File: src/rtl/smc_reg_router_pkg.sv
// Shared SMC register map, router FSM states and byte-index helper.
package smc_reg_router_pkg;

  localparam logic [7:0] SMC_REG_KBD_DATA = 8'h07;
  localparam logic [7:0] SMC_REG_KBD_STAT = 8'h18;
  localparam logic [7:0] SMC_REG_KBD_CMD  = 8'h19;
  localparam logic [7:0] SMC_REG_MS_DATA  = 8'h21;

  typedef enum logic [1:0] {
    ST_IDLE = 2'd0,
    ST_WR   = 2'd1,
    ST_RD   = 2'd2
  } state_e;

  function automatic logic [2:0] bidx_inc(input logic [2:0] b);
    return (b == 3'd7) ? b : b + 3'd1;
  endfunction

endpackage

File: src/rtl/smc_reg_router.sv
// SMC register-pointer decoder and PS/2 data router behind i2c_slave (address 0x42).
// Mouse FIFO routing on reg 0x21 is enabled by defining SMC_MOUSE_EN.
module smc_reg_router
  import smc_reg_router_pkg::*;
#(
  parameter logic [7:0] REG_DEFAULT = 8'h07,
  parameter logic [7:0] RD_FILL     = 8'h00
) (
  input  logic       clk6x,
  input  logic       reset,
  input  logic       devsel_i,
  input  logic       rw_bit_i,
  input  logic [7:0] rxbyte_i,
  input  logic       rxbyte_v_i,
  output logic [7:0] txbyte_o,
  input  logic       txbyte_deq_i,
  input  logic [7:0] kbd_data_i,
  input  logic       kbd_empty_i,
  output logic       kbd_deq_o,
  input  logic [7:0] kbd_stat_i,
  output logic [7:0] kbd_cmd_o,
  output logic       kbd_cmd_v_o,
  input  logic       kbd_busy_i,
  input  logic [7:0] ms_data_i,
  input  logic       ms_empty_i,
  output logic       ms_deq_o,
  output logic       cmd_drop_o
);

  state_e     state_q, state_d;
  logic [2:0] bidx_q, bidx_d;
  logic [7:0] regptr_q, regptr_d;
  logic       rw_q, rw_d;
  logic [7:0] txbyte_q, txbyte_d;
  logic [7:0] kbd_cmd_q, kbd_cmd_d;
  logic       kbd_cmd_v_q, kbd_cmd_v_d;
  logic       cmd_drop_q, cmd_drop_d;
  logic       kbd_deq_q, kbd_deq_d;
  logic [7:0] rd_sel;

`ifdef SMC_MOUSE_EN
  logic ms_deq_q, ms_deq_d;
  assign ms_deq_o = ms_deq_q;
`else
  logic unused_ms;
  assign unused_ms = ^{ms_data_i, ms_empty_i};
  assign ms_deq_o  = 1'b0;
`endif

  always_comb begin
    rd_sel = RD_FILL;
    case (regptr_q)
      SMC_REG_KBD_DATA: rd_sel = kbd_empty_i ? 8'h00 : kbd_data_i;
      SMC_REG_KBD_STAT: rd_sel = kbd_stat_i;
`ifdef SMC_MOUSE_EN
      SMC_REG_MS_DATA:  rd_sel = ms_empty_i ? 8'h00 : ms_data_i;
`endif
      default:          rd_sel = RD_FILL;
    endcase
  end

  always_comb begin
    state_d     = state_q;
    bidx_d      = bidx_q;
    regptr_d    = regptr_q;
    rw_d        = rw_bit_i;
    kbd_cmd_d   = kbd_cmd_q;
    kbd_cmd_v_d = 1'b0;
    cmd_drop_d  = 1'b0;
    kbd_deq_d   = 1'b0;
`ifdef SMC_MOUSE_EN
    ms_deq_d    = 1'b0;
`endif
    // Held during the dequeue cycle; the bidx bump then selects the next byte.
    txbyte_d = txbyte_deq_i ? txbyte_q : ((bidx_q == 3'd0) ? rd_sel : RD_FILL);

    if (state_q == ST_WR && rxbyte_v_i) begin
      if (bidx_q == 3'd0) begin
        regptr_d = rxbyte_i;
      end else if (bidx_q == 3'd1 && regptr_q == SMC_REG_KBD_CMD) begin
        if (kbd_busy_i) begin
          cmd_drop_d = 1'b1;
        end else begin
          kbd_cmd_d   = rxbyte_i;
          kbd_cmd_v_d = 1'b1;
        end
      end
      bidx_d = bidx_inc(bidx_q);
    end

    if (state_q == ST_RD && txbyte_deq_i) begin
      if (bidx_q == 3'd0) begin
        if (regptr_q == SMC_REG_KBD_DATA && !kbd_empty_i) kbd_deq_d = 1'b1;
`ifdef SMC_MOUSE_EN
        if (regptr_q == SMC_REG_MS_DATA && !ms_empty_i) ms_deq_d = 1'b1;
`endif
      end
      bidx_d = bidx_inc(bidx_q);
    end

    // Transfer boundaries override byte counting; a byte on the final cycle is still processed above.
    if (!devsel_i) begin
      state_d = ST_IDLE;
      bidx_d  = 3'd0;
    end else if (state_q == ST_IDLE || rw_bit_i != rw_q) begin
      state_d = rw_bit_i ? ST_RD : ST_WR;
      bidx_d  = 3'd0;
    end
  end

  always_ff @(posedge clk6x) begin
    if (reset) begin
      state_q     <= ST_IDLE;
      bidx_q      <= '0;
      regptr_q    <= REG_DEFAULT;
      rw_q        <= 1'b0;
      txbyte_q    <= RD_FILL;
      kbd_cmd_q   <= '0;
      kbd_cmd_v_q <= 1'b0;
      cmd_drop_q  <= 1'b0;
      kbd_deq_q   <= 1'b0;
`ifdef SMC_MOUSE_EN
      ms_deq_q    <= 1'b0;
`endif
    end else begin
      state_q     <= state_d;
      bidx_q      <= bidx_d;
      regptr_q    <= regptr_d;
      rw_q        <= rw_d;
      txbyte_q    <= txbyte_d;
      kbd_cmd_q   <= kbd_cmd_d;
      kbd_cmd_v_q <= kbd_cmd_v_d;
      cmd_drop_q  <= cmd_drop_d;
      kbd_deq_q   <= kbd_deq_d;
`ifdef SMC_MOUSE_EN
      ms_deq_q    <= ms_deq_d;
`endif
    end
  end

  assign txbyte_o    = txbyte_q;
  assign kbd_cmd_o   = kbd_cmd_q;
  assign kbd_cmd_v_o = kbd_cmd_v_q;
  assign cmd_drop_o  = cmd_drop_q;
  assign kbd_deq_o   = kbd_deq_q;

endmodule

File: config.mk
export PLATFORM = sky130hd
export DESIGN_NAME = smc_reg_router
export DESIGN_NICKNAME = d
export VERILOG_FILES = /design/src/rtl/smc_reg_router_pkg.sv /design/src/rtl/smc_reg_router.sv
export SDC_FILE = /design/constraint.sdc
export NUM_CORES = 1
export LEC_CHECK = 0
export BUFFER_PORTS_ARGS = -buffer_cell sky130_fd_sc_hd__buf_2
export CORE_MARGIN = 4
export CORE_UTILIZATION = 43
export CTS_CLUSTER_SIZE = 10
export DETAILED_ROUTE_END_ITERATION = 16
export HOLD_SLACK_MARGIN = 0.06
export PLACE_DENSITY = 0.81
export SLEW_MARGIN = 30
export SYNTH_ARGS = -nofsm -noshare
export SYNTH_HDL_FRONTEND = slang
export SYNTH_SLANG_ARGS = --single-unit
File: constraint.sdc
create_clock -name clk6x -period 1.6 [get_ports clk6x]
set_clock_uncertainty 0.2 [all_clocks]
set_input_delay 0.08 -clock clk6x [delete_from_list [all_inputs] [get_ports clk6x]]
set_output_delay 0.08 -clock clk6x [all_outputs]
set_load 0.02 [all_outputs]
==> summary.md <==
| Metric | Value |
|---|---|
| Outcome | `finished with violations` |
| Failing checks | `setup timing` |
| CTS tree | `done` |
| Clk sinks | `33` |
| Cell Pwr Density | `between 600 and 700 mW/mm^2` |
| Storage element area | `~670 sq um` |
| Clock-pin transition on the worst setup and hold timing paths | `0.07 ns` |
| Diodes inserted | `0` |
| H-tree Lvls | `2` |
| Area occupied by multi-input gates | `around 950 sq um` |
| WHS Path Cells | `4` |
| R2r worst-path depth | `6` |
| Pre-CTS WS | `-0.122 ns` |
| Worst Setup Start Kind | `flop` |
| PortBufs | `50` |
| Synth top area cells | `dfxtp_1 42%, nand2b_1 6.7%, mux2i_1 5.1%, inv_1 4.7%, o221ai_1 4.4%` |
| Int Pwr | `between 1 and 1.5 mW` |
| Seq/Total Area, Yosys | `0.417` |
| Crit path max-delay cell type | `dfxtp_4` |
| Setup slack after layout | `-0.109 ns` |
| Sw Ratio | `0.245` |
| Period minus WS final | `around 1.7 ns` |
| Final worst-path cycle share | `1.07` |
| Finish-stage setup viols | `19` |
| Vias/cell | `between 5 and 6` |
| Largest net degree at the start of global routing | `19` |
| Area post-placement | `roughly 0.0019 sq mm` |
| Post-synth EDFFs | `0` |
| Row Count | `21` |
| Async S/R FF share, synth | `0` |
| Leak pwr | `roughly 1.1 nW` |
| GR Overflow Total | `0` |
| Residual DRC | `0` |
| Die height | `68.7 microns` |
| GR Util All Layers | `0.191` |
| Reg2reg setup slack | `-0.11 ns` |
| Starting density of the core | `0.460` |
| First-pass GRT wire length | `6.77 mm` |
| Crit Path Category | `flop to flop` |
| IO Pins | `around 60` |
| Most common cell after layout, fill and taps aside | `buf_2` |
| Crit. End Element | `flop` |
| Comb pwr share | `0.144` |
| Cell taking the most area after synthesis | `dfxtp_1` |
| Setup tns final | `-0.832 ns` |
| Total Power | `between 1.5 and 2 mW` |
| Final Util | `0.736` |
| Max frequency | `slightly below 600 MHz` |
| Final Hold Vio Count | `0` |
| R2r startpoint | `bidx_q[0]$_SDFFE_PP0P_` |
| Critical Path Fanout Max | `5` |
| Distinct cells, synth | `38` |
| Fillers | `~220` |
| Iter 0 DRT Violations | `65` |
| Synth-to-layout area growth | `60.0%` |
| Crit Reg-Reg Endpoint | `kbd_cmd_o[6]$_SDFFE_PP0P_` |
| Syn Inst Count | `around 170` |
| Vias | `between 1500 and 2000` |
| Mapped Nets | `between 200 and 250` |
| Clock power frac | `0.351` |
| Max cap viols | `0` |
| Mean Syn Cell Area | `~9.4 sq um` |
| Peak supply drop | `about 510 uV` |
| RSZ-0062 raised after global routing | `true` |
| Worst EP arrival | `between 1.5 and 2 ns` |
| Sequential Power Share | `0.506` |
| Total core area | `roughly 0.0034 sq mm` |
| Leading cell types in the layout, fill and taps excluded | `50 x buf_2, 30 x dfxtp_1, 28 x dlygate4sd3_1, 18 x inv_1, 17 x nand2b_1` |
| CTS Buf Count | `5` |
| Family with the most delay on the worst path | `simple AND/OR/NAND/NOR gates` |
| Max Slew Vio Count | `0` |
| Max clock buf depth | `2` |
| P_sw | `about 0.41 mW` |
| Fin nets | `around 310` |
| Hold Path Sink | `bidx_q[0]$_SDFFE_PP0P_` |
| Pre-Repair DR Iteration Count | `5` |
| Worst min path class | `input pin to flop` |
| Hold_sp | `rxbyte_v_i` |
| Yosys reg bits | `33` |
| Initial antenna violation count | `0` |
| Crit path buffers/inverters | `2` |
| Die area | `between 0.004 and 0.005 sq mm` |
| Final WL | `about 4.6 mm` |
| Clock latency on the worst-skew pair | `0.28 ns` |
| Crit-path max cell delay | `0.36 ns` |
| CP Cell Sequence | `inv_2 -> ha_4 -> and4bb_1 -> and4_4 -> buf_12 -> mux2i_1` |
| GPL Wtd Cong | `between 0.7 and 0.8` |
| Yosys warning count | `0` |
| HPWL Detailed | `between 2 and 3 mm` |
| Layout cell share with drive strength beyond 1 | `0.431` |
| Per-cell routed wire length | `15.0 microns` |
| Vias in the first global route | `1572` |
| Top FF cell, synth | `dfxtp_1` |
| ANT nets after route | `0` |
| Mapped Area | `about 0.0016 sq mm` |
| Req. time, crit path | `1.60 ns` |
| CTS root buf | `clkbuf_8` |
| Share of the synthesized area in the top cell type | `0.417` |
| Post-route cell area | `~0.0025 sq mm` |
| Die width | `around 70 microns` |
flip-flops by register name, indices dropped and copies added (netlist names):
register     flops
bidx_q           3
cmd_drop_o       1
kbd_cmd_o        8
kbd_cmd_v_o      1
kbd_deq_o        1
regptr_q         8
rw_q             1
state_q          2
txbyte_o         8
worst max-delay path by stage:
stage                                 from                        end  cells after the start
floorplan           bidx_q[0]$_SDFFE_PP0P_   regptr_q[0]$_SDFFE_PP1P_                      6
global placement    bidx_q[0]$_SDFFE_PP0P_     bidx_q[2]$_SDFFE_PP0P_                      5
detailed placement  bidx_q[1]$_SDFFE_PP0P_  kbd_cmd_o[0]$_SDFFE_PP0P_                      6
CTS                 bidx_q[1]$_SDFFE_PP0P_  kbd_cmd_o[0]$_SDFFE_PP0P_                      6
global route        bidx_q[1]$_SDFFE_PP0P_  kbd_cmd_o[6]$_SDFFE_PP0P_                      6
finish              bidx_q[0]$_SDFFE_PP0P_  kbd_cmd_o[6]$_SDFFE_PP0P_                      6
logic make-up after synthesis:
kind of cell,Yosys count,share of synthesized area
compound gates,32,0.145
xor+xnor,1,0.00553
fa+ha+maj,4,0.0316
buf+inv,29,0.0956
flops,33,0.417
mux,8,0.0506
other cells,1,0.00237
simple gates,61,0.252
worst min-delay path, stage by stage:
cell and delay [ns]:
buf_2 0.14, nand4bb_4 0.14, a21o_1 0.13, a21oi_1 0.05
layer usage:
| metal | wire length, microns | GRT usage | up-vias |
|---|---|---|---|
| met3 | 225 | 0.0421 | 10 |
| met4 | 87 | 0.0670 | 0 |
| met2 | 2480 | 0.366 | 43 |
| met1 | 1820 | 0.201 | 755 |
| li1 | - | - | 778 |
| met5 | 0 | 0 | - |
per-stage QoR:
| step | std cells | hold WS (ns) |
|---|---|---|
| after floorplan | 169 | 0.0277 |
| after global placement | 266 | 0.142 |
| after detailed placement | 266 | 0.151 |
| after CTS | 309 | 0.0715 |
| after global routing | 308 | 0.134 |
| final | 308 | 0.105 |
power by group through the flow:
stage               registers [mW]  logic, mW  clock network, mW
CTS                          0.851      0.216              0.592
finish                       0.850      0.242              0.590
global route                 0.852      0.262              0.632
detailed placement           0.868      0.154                  0
global placement             0.868      0.152                  0
floorplan                    0.877     0.0761                  0
cells in the mapped netlist, types with 2 or more instances:
master	instances
nand4bb_1	2
dfxtp_1	33
nor2_1	2
a21oi_1	10
nand4_1	3
a211o_1	3
nand2b_1	17
nor2b_1	3
nand2_1	9
o21ai_0	5
clkbuf_1	4
and4bb_1	2
a21bo_2	2
and3_1	3
nand3_1	8
o221ai_1	8
mux2i_1	8
o221a_2	2
inv_1	20
buf_6	3
ha_1	4
and4_1	2
layout make-up:
cell class                 instances  share of cell area
inverter                          20              0.0296
clock buffer                       6              0.0287
timing repair buffer              94               0.277
sequential                        33               0.263
tap                               46              0.0227
multi-input combinational        107               0.375
clock inverter                     2             0.00395
repair_timing:
item / CTS / global route
endpoints found under the setup margin: 23 / 28
pin swaps: 6 / 19
buffers inserted: 6 / 1
gates resized for setup: 16 / 27
hold buffers: 28 / 0
gates cloned: 1 / 0
endpoints found under the hold margin: 29 / 0
No activity file was read; power rests on OpenSTA's default activity.
